File: config.mk
export PLATFORM = sky130hd
export DESIGN_NAME = mem_requester
export DESIGN_NICKNAME = d
export VERILOG_FILES = /design/src/rtl/mem_requester.sv
export SDC_FILE = /design/constraint.sdc
export NUM_CORES = 1
export LEC_CHECK = 0
export CELL_PAD_IN_SITES_DETAIL_PLACEMENT = 2
export CELL_PAD_IN_SITES_GLOBAL_PLACEMENT = 2
export CORE_MARGIN = 5
export CORE_UTILIZATION = 28
export CTS_BUF_LIST = sky130_fd_sc_hd__clkbuf_4 sky130_fd_sc_hd__clkbuf_8
export CTS_CLUSTER_SIZE = 8
export DETAILED_ROUTE_END_ITERATION = 7
export PLACE_DENSITY_LB_ADDON = 0.3
export RECOVER_POWER = 50
export SLEW_MARGIN = 20
export SYNTH_ARGS = -nofsm -noshare
export SYNTH_HDL_FRONTEND = slang
export SYNTH_SLANG_ARGS = --single-unit
File: constraint.sdc
create_clock -name CLK -period 2.5 [get_ports CLK]
set_clock_uncertainty 0.05 [all_clocks]
set_input_delay 0.5 -clock CLK [delete_from_list [all_inputs] [get_ports CLK]]
set_output_delay 0.5 -clock CLK [all_outputs]
set_load 0.02 [all_outputs]
File: src/rtl/mem_requester.sv
// Core-side initiator for one MemController slot: turns a single write or a 1-15 word read
//   burst into held rden/wren + address levels, returns read words and flags completion/timeout.
// Latency: at least REQ(acq) + RDATA per read word and REQ(acq) + DONE per write. rd_valid
//   appears in the cycle after RDATA, and done appears in the cycle after DONE.
// Backpressure: req_ready is high only in IDLE, and req_valid is ignored while busy. Each word
//   waits in REQ for mem_acq, and is aborted after TIMEOUT grantless cycles if TIMEOUT != 0.
//
// Ports:
//   CLK, rst                          clock and synchronous active-high reset
//   req_valid/ready, req_write,       request handshake: write flag, start address,
//   req_addr, req_wdata, req_len      write data and read length (0 means 1 word)
//   rd_valid, rd_data                 read word pulse; rd_data holds until the next word
//   done, err, busy                   completion pulse, timeout flag (with done), activity
//   mem_rden/wren/addr/din            request levels to the MemController slot
//   mem_dq, mem_acq                   RAM read data and slot grant
module mem_requester #(
  parameter int AW      = 8,
  parameter int DW      = 8,
  parameter int TIMEOUT = 255
) (
  input  logic          CLK,
  input  logic          rst,
  input  logic          req_valid,
  input  logic          req_write,
  input  logic [AW-1:0] req_addr,
  input  logic [DW-1:0] req_wdata,
  input  logic [3:0]    req_len,
  output logic          req_ready,
  output logic          rd_valid,
  output logic [DW-1:0] rd_data,
  output logic          done,
  output logic          err,
  output logic          busy,
  output logic          mem_rden,
  output logic          mem_wren,
  output logic [AW-1:0] mem_addr,
  output logic [DW-1:0] mem_din,
  input  logic [DW-1:0] mem_dq,
  input  logic          mem_acq
);

  // tcnt only has to count up to TIMEOUT-1.
  localparam int TW = (TIMEOUT > 1) ? $clog2(TIMEOUT) : 1;
  localparam logic [TW-1:0] TCNT_LAST = TW'((TIMEOUT > 0) ? TIMEOUT - 1 : 0);

  typedef enum logic [1:0] {S_IDLE, S_REQ, S_RDATA, S_DONE} state_t;

  state_t          state;
  logic            write_q;
  logic [AW-1:0]   cur_addr;
  logic [DW-1:0]   wdata_q;
  logic [3:0]      cnt;
  logic [TW-1:0]   tcnt;
  logic            err_flag;

  // Every output is a register or a decode of the state register, so there is no
  // combinational path from mem_acq or mem_dq to any output.
  assign req_ready = (state == S_IDLE);
  assign busy      = (state != S_IDLE);
  assign mem_addr  = cur_addr;
  assign mem_din   = wdata_q;

  always_ff @(posedge CLK) begin
    if (rst) begin
      state    <= S_IDLE;
      write_q  <= 1'b0;
      cur_addr <= '0;
      wdata_q  <= '0;
      cnt      <= 4'd0;
      tcnt     <= '0;
      err_flag <= 1'b0;
      rd_valid <= 1'b0;
      rd_data  <= '0;
      done     <= 1'b0;
      err      <= 1'b0;
      mem_rden <= 1'b0;
      mem_wren <= 1'b0;
    end else begin
      rd_valid <= 1'b0;
      done     <= 1'b0;
      err      <= 1'b0;
      case (state)
        S_IDLE: begin
          if (req_valid) begin
            write_q  <= req_write;
            cur_addr <= req_addr;
            wdata_q  <= req_wdata;
            cnt      <= (req_len == 4'd0) ? 4'd1 : req_len;
            tcnt     <= '0;
            mem_rden <= !req_write;
            mem_wren <= req_write;
            state    <= S_REQ;
          end
        end
        S_REQ: begin
          // A grant takes priority over the timeout in the same cycle.
          if (mem_acq) begin
            mem_rden <= 1'b0;
            mem_wren <= 1'b0;
            state    <= write_q ? S_DONE : S_RDATA;
          end else if (TIMEOUT != 0 && tcnt == TCNT_LAST) begin
            err_flag <= 1'b1;
            mem_rden <= 1'b0;
            mem_wren <= 1'b0;
            state    <= S_DONE;
          end else begin
            tcnt <= tcnt + TW'(1);
          end
        end
        S_RDATA: begin
          // The RAM presents q one cycle after the granted cycle, which is this cycle.
          rd_data  <= mem_dq;
          rd_valid <= 1'b1;
          cur_addr <= cur_addr + AW'(1);
          cnt      <= cnt - 4'd1;
          if (cnt == 4'd1) begin
            state <= S_DONE;
          end else begin
            tcnt     <= '0;
            mem_rden <= 1'b1;
            state    <= S_REQ;
          end
        end
        S_DONE: begin
          // done is registered out of DONE, so it lands one cycle after the last rd_valid.
          done     <= 1'b1;
          err      <= err_flag;
          err_flag <= 1'b0;
          state    <= S_IDLE;
        end
        default: state <= S_IDLE;
      endcase
    end
  end

endmodule

==> results of run 1 <==
state kept, by name (all words and copies together), names as in the netlist:
name,flops
state,2
write_q,1
cnt,4
done,1
mem_addr,8
mem_rden,1
err_flag,1
err,1
rd_valid,1
mem_din,8
mem_wren,1
rd_data,8
tcnt,8
Yosys cell counts (all sizes together) (2+ instances only):
cell type | n | share of area
or4 | 4 | 0.013
o21ai | 11 | 0.024
nand4 | 2 | 0.0055
nor2 | 23 | 0.038
or3 | 2 | 0.0055
and2b | 2 | 0.0077
o21a | 3 | 0.010
clkbuf | 12 | 0.020
or4b | 2 | 0.0088
nand3 | 11 | 0.024
buf | 4 | 0.011
inv | 11 | 0.018
and3 | 4 | 0.011
mux2 | 5 | 0.025
a211oi | 4 | 0.013
ha | 11 | 0.061
o41ai | 4 | 0.015
o31ai | 5 | 0.017
o311ai | 2 | 0.0077
o221ai | 5 | 0.019
o22a | 2 | 0.0077
nand2b | 2 | 0.0055
a2111oi | 3 | 0.012
dfxtp | 45 | 0.40
nand2 | 31 | 0.051
and2 | 2 | 0.0055
a21oi | 27 | 0.060
mux2i | 12 | 0.053
nor3 | 4 | 0.0088
layout by cell type (no fill, tap or decap), types with 3 or more instances in the layout:
cell type / count
nand2_1: 31
ha_1: 11
mux2i_1: 12
a2111oi_0: 3
o31ai_1: 5
or4_1: 4
dlygate4sd3_1: 25
a211oi_1: 4
a21oi_1: 27
dfxtp_1: 45
o21a_1: 3
inv_1: 10
mux2_2: 5
o21ai_1: 5
o221ai_1: 5
and3_1: 4
nand3_1: 11
nor2_1: 23
clkbuf_8: 5
nor3_1: 4
buf_4: 8
o21ai_0: 6
clkdlybuf4s50_1: 37
o41ai_1: 4
power by group through the flow:
stage          Combinational [mW]  Clock, mW  Sequential (mW)
3_5_place_dp                0.968          0            0.930
6_report                    0.926      0.541            0.909
5_1_grt                      1.02      0.596            0.931
4_1_cts                     0.967      0.561            0.914
3_3_place_gp                0.938          0            0.923
2_1_floorplan               0.501          0            0.984
layout make-up:
cell class | count | area (um^2)
fill | 882 | 4690
multi-input combinational | 194 | 1250
sequential | 45 | 901
timing repair buffer | 73 | 698
tap | 102 | 128
clock buffer | 5 | 68.8
inverter | 11 | 41.3
clock inverter | 2 | 35.0
worst paths after layout:
kind              cells after the start         end        from  slack (ps)
setup / recovery                      4   req_ready    state[1]         100
hold / removal                        2  mem_din[4]  mem_din[4]         410
setup reg to reg                      6     tcnt[7]    state[1]         110
hold reg to reg                       2  mem_din[4]  mem_din[4]         410
layer usage:
layer	vias up	share of wire
li1	1086	-
met1	1076	0.46
met2	42	0.49
met3	2	0.049
met4	0	0.0037
met5	-	0
stage by stage:
step | setup TNS, ps | power, mW | cells | hold WS [ps] | setup WS [ps]
6_report | 0 | 2.38 | 432 | 405 | 96.9
3_5_place_dp | -237 | 1.90 | 425 | 405 | -74.4
4_1_cts | 0 | 2.44 | 432 | 414 | 60.2
2_1_floorplan | 0 | 1.48 | 266 | 381 | 162
5_1_grt | 0 | 2.55 | 432 | 440 | 13.4
3_3_place_gp | 0 | 1.86 | 425 | 392 | 32.2
tightest hold or removal path: stages, from the launching register on:
cell	delay [ps]
dfxtp_1	310
nand2_1	50
a21oi_1	50
cell families after synthesis:
| family | Yosys count | share of synthesized area |
|---|---|---|
| AND/OR/NAND/NOR | 93 | 0.201 |
| AO/OA/AOI/OAI | 72 | 0.209 |
| flip-flops | 45 | 0.398 |
| buffers and inverters | 27 | 0.0492 |
| multiplexers | 17 | 0.0780 |
| adder cells (fa/ha/maj) | 11 | 0.0608 |
| XOR/XNOR | 1 | 0.00387 |
timing repair:
| item | in CTS | in global routing |
|---|---|---|
| endpoints found under the setup margin | 1 | 4 |
| gates resized for setup | 1 | 1 |
| endpoints found under the hold margin | 0 | 0 |
| buffers inserted | 0 | 0 |
==> reports/metrics.yaml, run 1 <==
remaining_drc_errors: 0
async_reset_ff_frac: 0
required_ps: 1950
clkPwrFrac: 0.228
ys_ff_latch: 45
die_width_um: 99.9
drv_cap: 0
cts.sink_count: 45
insertion_delay_ps: 290
dieHeight_um: 99.9
busiest_layer: "met2"
cts_buffers: 5
root_buffer: "clkbuf_8"
synth_edf_count: 0
finalInstanceArea_mm2: 0.00312
worst-setup-path-type: "flop to output port"
die-area_mm2: 0.00998
comb_power_share: 0.390
slowest_delay_ps: 540
yosysUniqueCellTypes: 45
clockBufferDepth: 2
post-route-util: 0.400
final_nets: 374
slew_viol_final: 0
first_iter_violations: 66
syn_to_final_growth_pct: 38.0
post_drt_via_cell_ratio: 5.11
postCtsHoldBufs: 0
critical_path.cell_chain: "inv_1 > ha_1 > buf_4 > clkdlybuf4s50_1"
gr-usage-met2: 0.244
swShare: 0.366
setup_viol: 0
powerDensity_mw_per_mm2: 761
grt_max_degree: 33
leakagePower_nw: 1.20
antenna_found_initial: 0
num_antenna_cells: 0
core_area_mm2: 0.00781
cts_max_level: 2
syn_avg_cell_area_um2: 8.50
grt_pass1_vias: 2332
run_status: "finished clean"
drt_wl_total_um: 7230
relSlewSlack: 0.358
grtUsageMet1: 0.192
io_pins: 64
path_max_fanout: 9
use_met3: 0.0445
finalHoldViolations: 0
grt_util_all_layers: 0.148
num_rows: 32
synthCells: 266
internal_power_mw: 1.51
vias: 2206
cp.arrival_ps: 1850
clkTransAtPathRegs_ps: 90
grt_pass1_wl_um: 12000
cts_tree: "built"
path_buf_inv: 3
ys_dominant_reg_cell: "dfxtp_1"
wire_per_inst_um: 16.7
gp_congestion: 0.797
crit_family: "buffers and inverters"
slowest_stage: "clkdlybuf4s50_1"
ir_drop_v: 0.000217
seqPwrFrac: 0.383
initial_core_util: 0.290
critPathCaptureType: "output port"
clock.fmax_ghz: 0.416
drive_above_1_share: 0.0727
hp-class: "flop to flop"
syn_area_mm2: 0.00226
dp_hpwl_um: 5510
rsz0062_at_grt: "no"
drtAntennaViolNets: 0
port_buffers: 63
worstMarginPinSlew_ps: 957
placed_area_mm2: 0.00303
yosysWarnings: 0
power_switching_mw: 0.870
timing.final.crit_share: 0.961
gr-total-overflow: 0
ys_seq_area_frac: 0.398
drtPass1Iterations: 4
start_kind: "flop"
min_period_ps: 2400
synth_fp_nets: 310
Power figures use the tool's default switching activity.
==> run 2, diff against run 1 <==
TNS_END_PERCENT = 1   (was unset)
==> results of run 2 <==
The final DEF is identical to that of run 1; final timing and power are the same.
==> variant, RTL diff (settings of run 1) <==
Re-encode `state_t` (4 states) as one-hot, 4 bits wide.
--- a/src/rtl/mem_requester.sv
+++ b/src/rtl/mem_requester.sv
@@ -45,3 +45,3 @@
 
-  typedef enum logic [1:0] {S_IDLE, S_REQ, S_RDATA, S_DONE} state_t;
+  typedef enum logic [3:0] {S_IDLE = 4'b0001, S_REQ = 4'b0010, S_RDATA = 4'b0100, S_DONE = 4'b1000} state_t;
 
Behaviour: no difference found for any inputs over 10 cycles, from zero or initial values and one cycle with rst high; not proved beyond that.
==> variant against run 1 <==
Core utilization rose by 0.77 points. Sequential cell count rose by 2. Combinational power fell by 36%. Final cell count fell by 3.2%. Cell area fell by 4.8%. Area after synthesis fell by 6.5%. Wire length rose by 0.93%. Worst setup slack improved by 150 ps. Power fell by 17%. Largest cell class unchanged. Highest routed layer unchanged.
==> variant: results (changes against run 1) <==
route:
  top_layer: "met4"
  via_count: 2182  # -1.1%
  wl_met1_mm: 3.39  # +1.9%
  met2_length_mm: 3.38  # -3.9%
  route.detailed.drc: 0  # unchanged
  routed_wl_mm: 7.30  # +0.93%
  drtIter0Drc: 89  # +35%
  wl_met3_um: 456  # +29%
  wl_per_cell_um: 17.5  # +4.3%
grt:
  grt_max_degree: 42  # +27%
  first_global_vias: 2435  # +4.4%
  grt_pass1_wl_mm: 12.5  # +4.2%
  track_usage_pct: 15.9  # +1.1 points
critical_path:
  slowest_stage: "clkdlybuf4s50_1"
  critPathArrivalTime_ps: 1700  # -150 ps
  cp_top_family: "buffers and inverters"
  timing.rr.end: "tcnt[7]$_SDFFE_PP0P_"
  cp_max_fo: 6  # -3
  cp-startpoint: "state[3]$_SDFFE_PP0P_"
  slowest_delay_ps: 550
  rr_worst_depth: 5  # -1
  endpoint: "busy"
  r2r_start: "state[1]$_SDFFE_PP0P_"
placement:
  hpwl_mm: 5.31  # -3.6%
  routabilityCongestion: 0.803  # +0.82%
  dp_cells: 409  # -3.8%
  placed_area_um2: 2880  # -4.9%
  dpl_worst_slack_ps: 344  # +418 ps
pwr:
  p_leak_uw: 0.00103  # -14%
  ir_drop_mv: 0.243  # +12%
  power.share.switching_pct: 34.9  # -1.7 points
  power_density_nw_per_um2: 663  # -13%
  p_seq_share_pct: 44.7  # +6.4 points
  clk-power_uw: 498  # -7.9%
logic_synthesis:
  synth_seq_area_share_pct: 44.5  # +4.6 points
  synth_area_leaders: "dfxtp_1 44%, a21oi_1 8.0%, nand2_1 7.6%, nor2_1 3.0%, ha_1 3.0%"
  syn_nets: 294  # -5.2%
  async_flop_share_pct: 0  # unchanged
  yosysUniqueCellTypes: 43  # -4.4%
  syn-mean-instance-area_um2: 8.26  # -2.8%
  yosys-top-cells-count: "47 x dfxtp_1, 43 x nand2_1, 34 x a21oi_1, 17 x nor2_1, 11 x clkbuf_1"
  synth_warnings: 0  # unchanged
outcome:
  status: "finished, final reports clean"
min_path:
  hp-start: "rd_data[1]$_SDFFE_PP0N_"
  hold-path-endpoint: "rd_data[1]$_SDFFE_PP0N_"
  hold_path.class: "reg2reg"
timing:
  setup_slack_ps: 248  # +151 ps
  timing.hold.ws_ps: 410  # +4.65 ps
  worst_slew_pin_slew_ps: 1010  # +52.2 ps
cells_and_area:
  fin_nets: 356  # -4.8%
  drive_gt1_share_pct: 6.27  # -1.0 points
clocking:
  postCtsSetupRepairBufs: 0  # unchanged
  cts.clk_slew.worst_paths_ps: 100
  clock_latency_ps: 310  # +20 ps
  numCtsBuffers: 5  # unchanged
  cts_resized: 0  # -1
  h-tree-depth: 2  # unchanged
  clockBufferDepth: 2  # unchanged
-- variant: cell types whose count changed in the layout (fill, tap and decap cells not counted), moves of 7 or more --
cell / delta
a21oi_1: +7
nand2_1: +12
clkdlybuf4s50_1: +16
a31oi_1: +8
mux2i_1: -12
dlygate4sd3_1: -15
-- variant: kinds of logic (layout without fill, tap and decap cells) --
group	after synthesis	count (layout)	share of synthesized area (%)
simple gates	105	105	25.4
compound gates	77	77	22.4
flops	47	47	44.5
buf+inv	20	83	3.78
fa+ha+maj	5	5	2.96
xor+xnor	1	1	0.414
mux	1	1	0.532
-- variant: layout make-up --
cell class              instances  area, µm²
well taps                      99        124
clock inverters                 3       26.3
inverters                       4       15.0
fillers                       837       4320
flip-flops and latches         47        941
clock buffers                   5       68.8
repair buffers                 71        696
multi-input cells             189       1100
-- variant: metal layers --
metal,vias up,global-route usage (%)
met5,-,0
met4,0,4.21
met3,4,5.47
met2,47,26.3
met1,1084,19.8
li1,1047,-
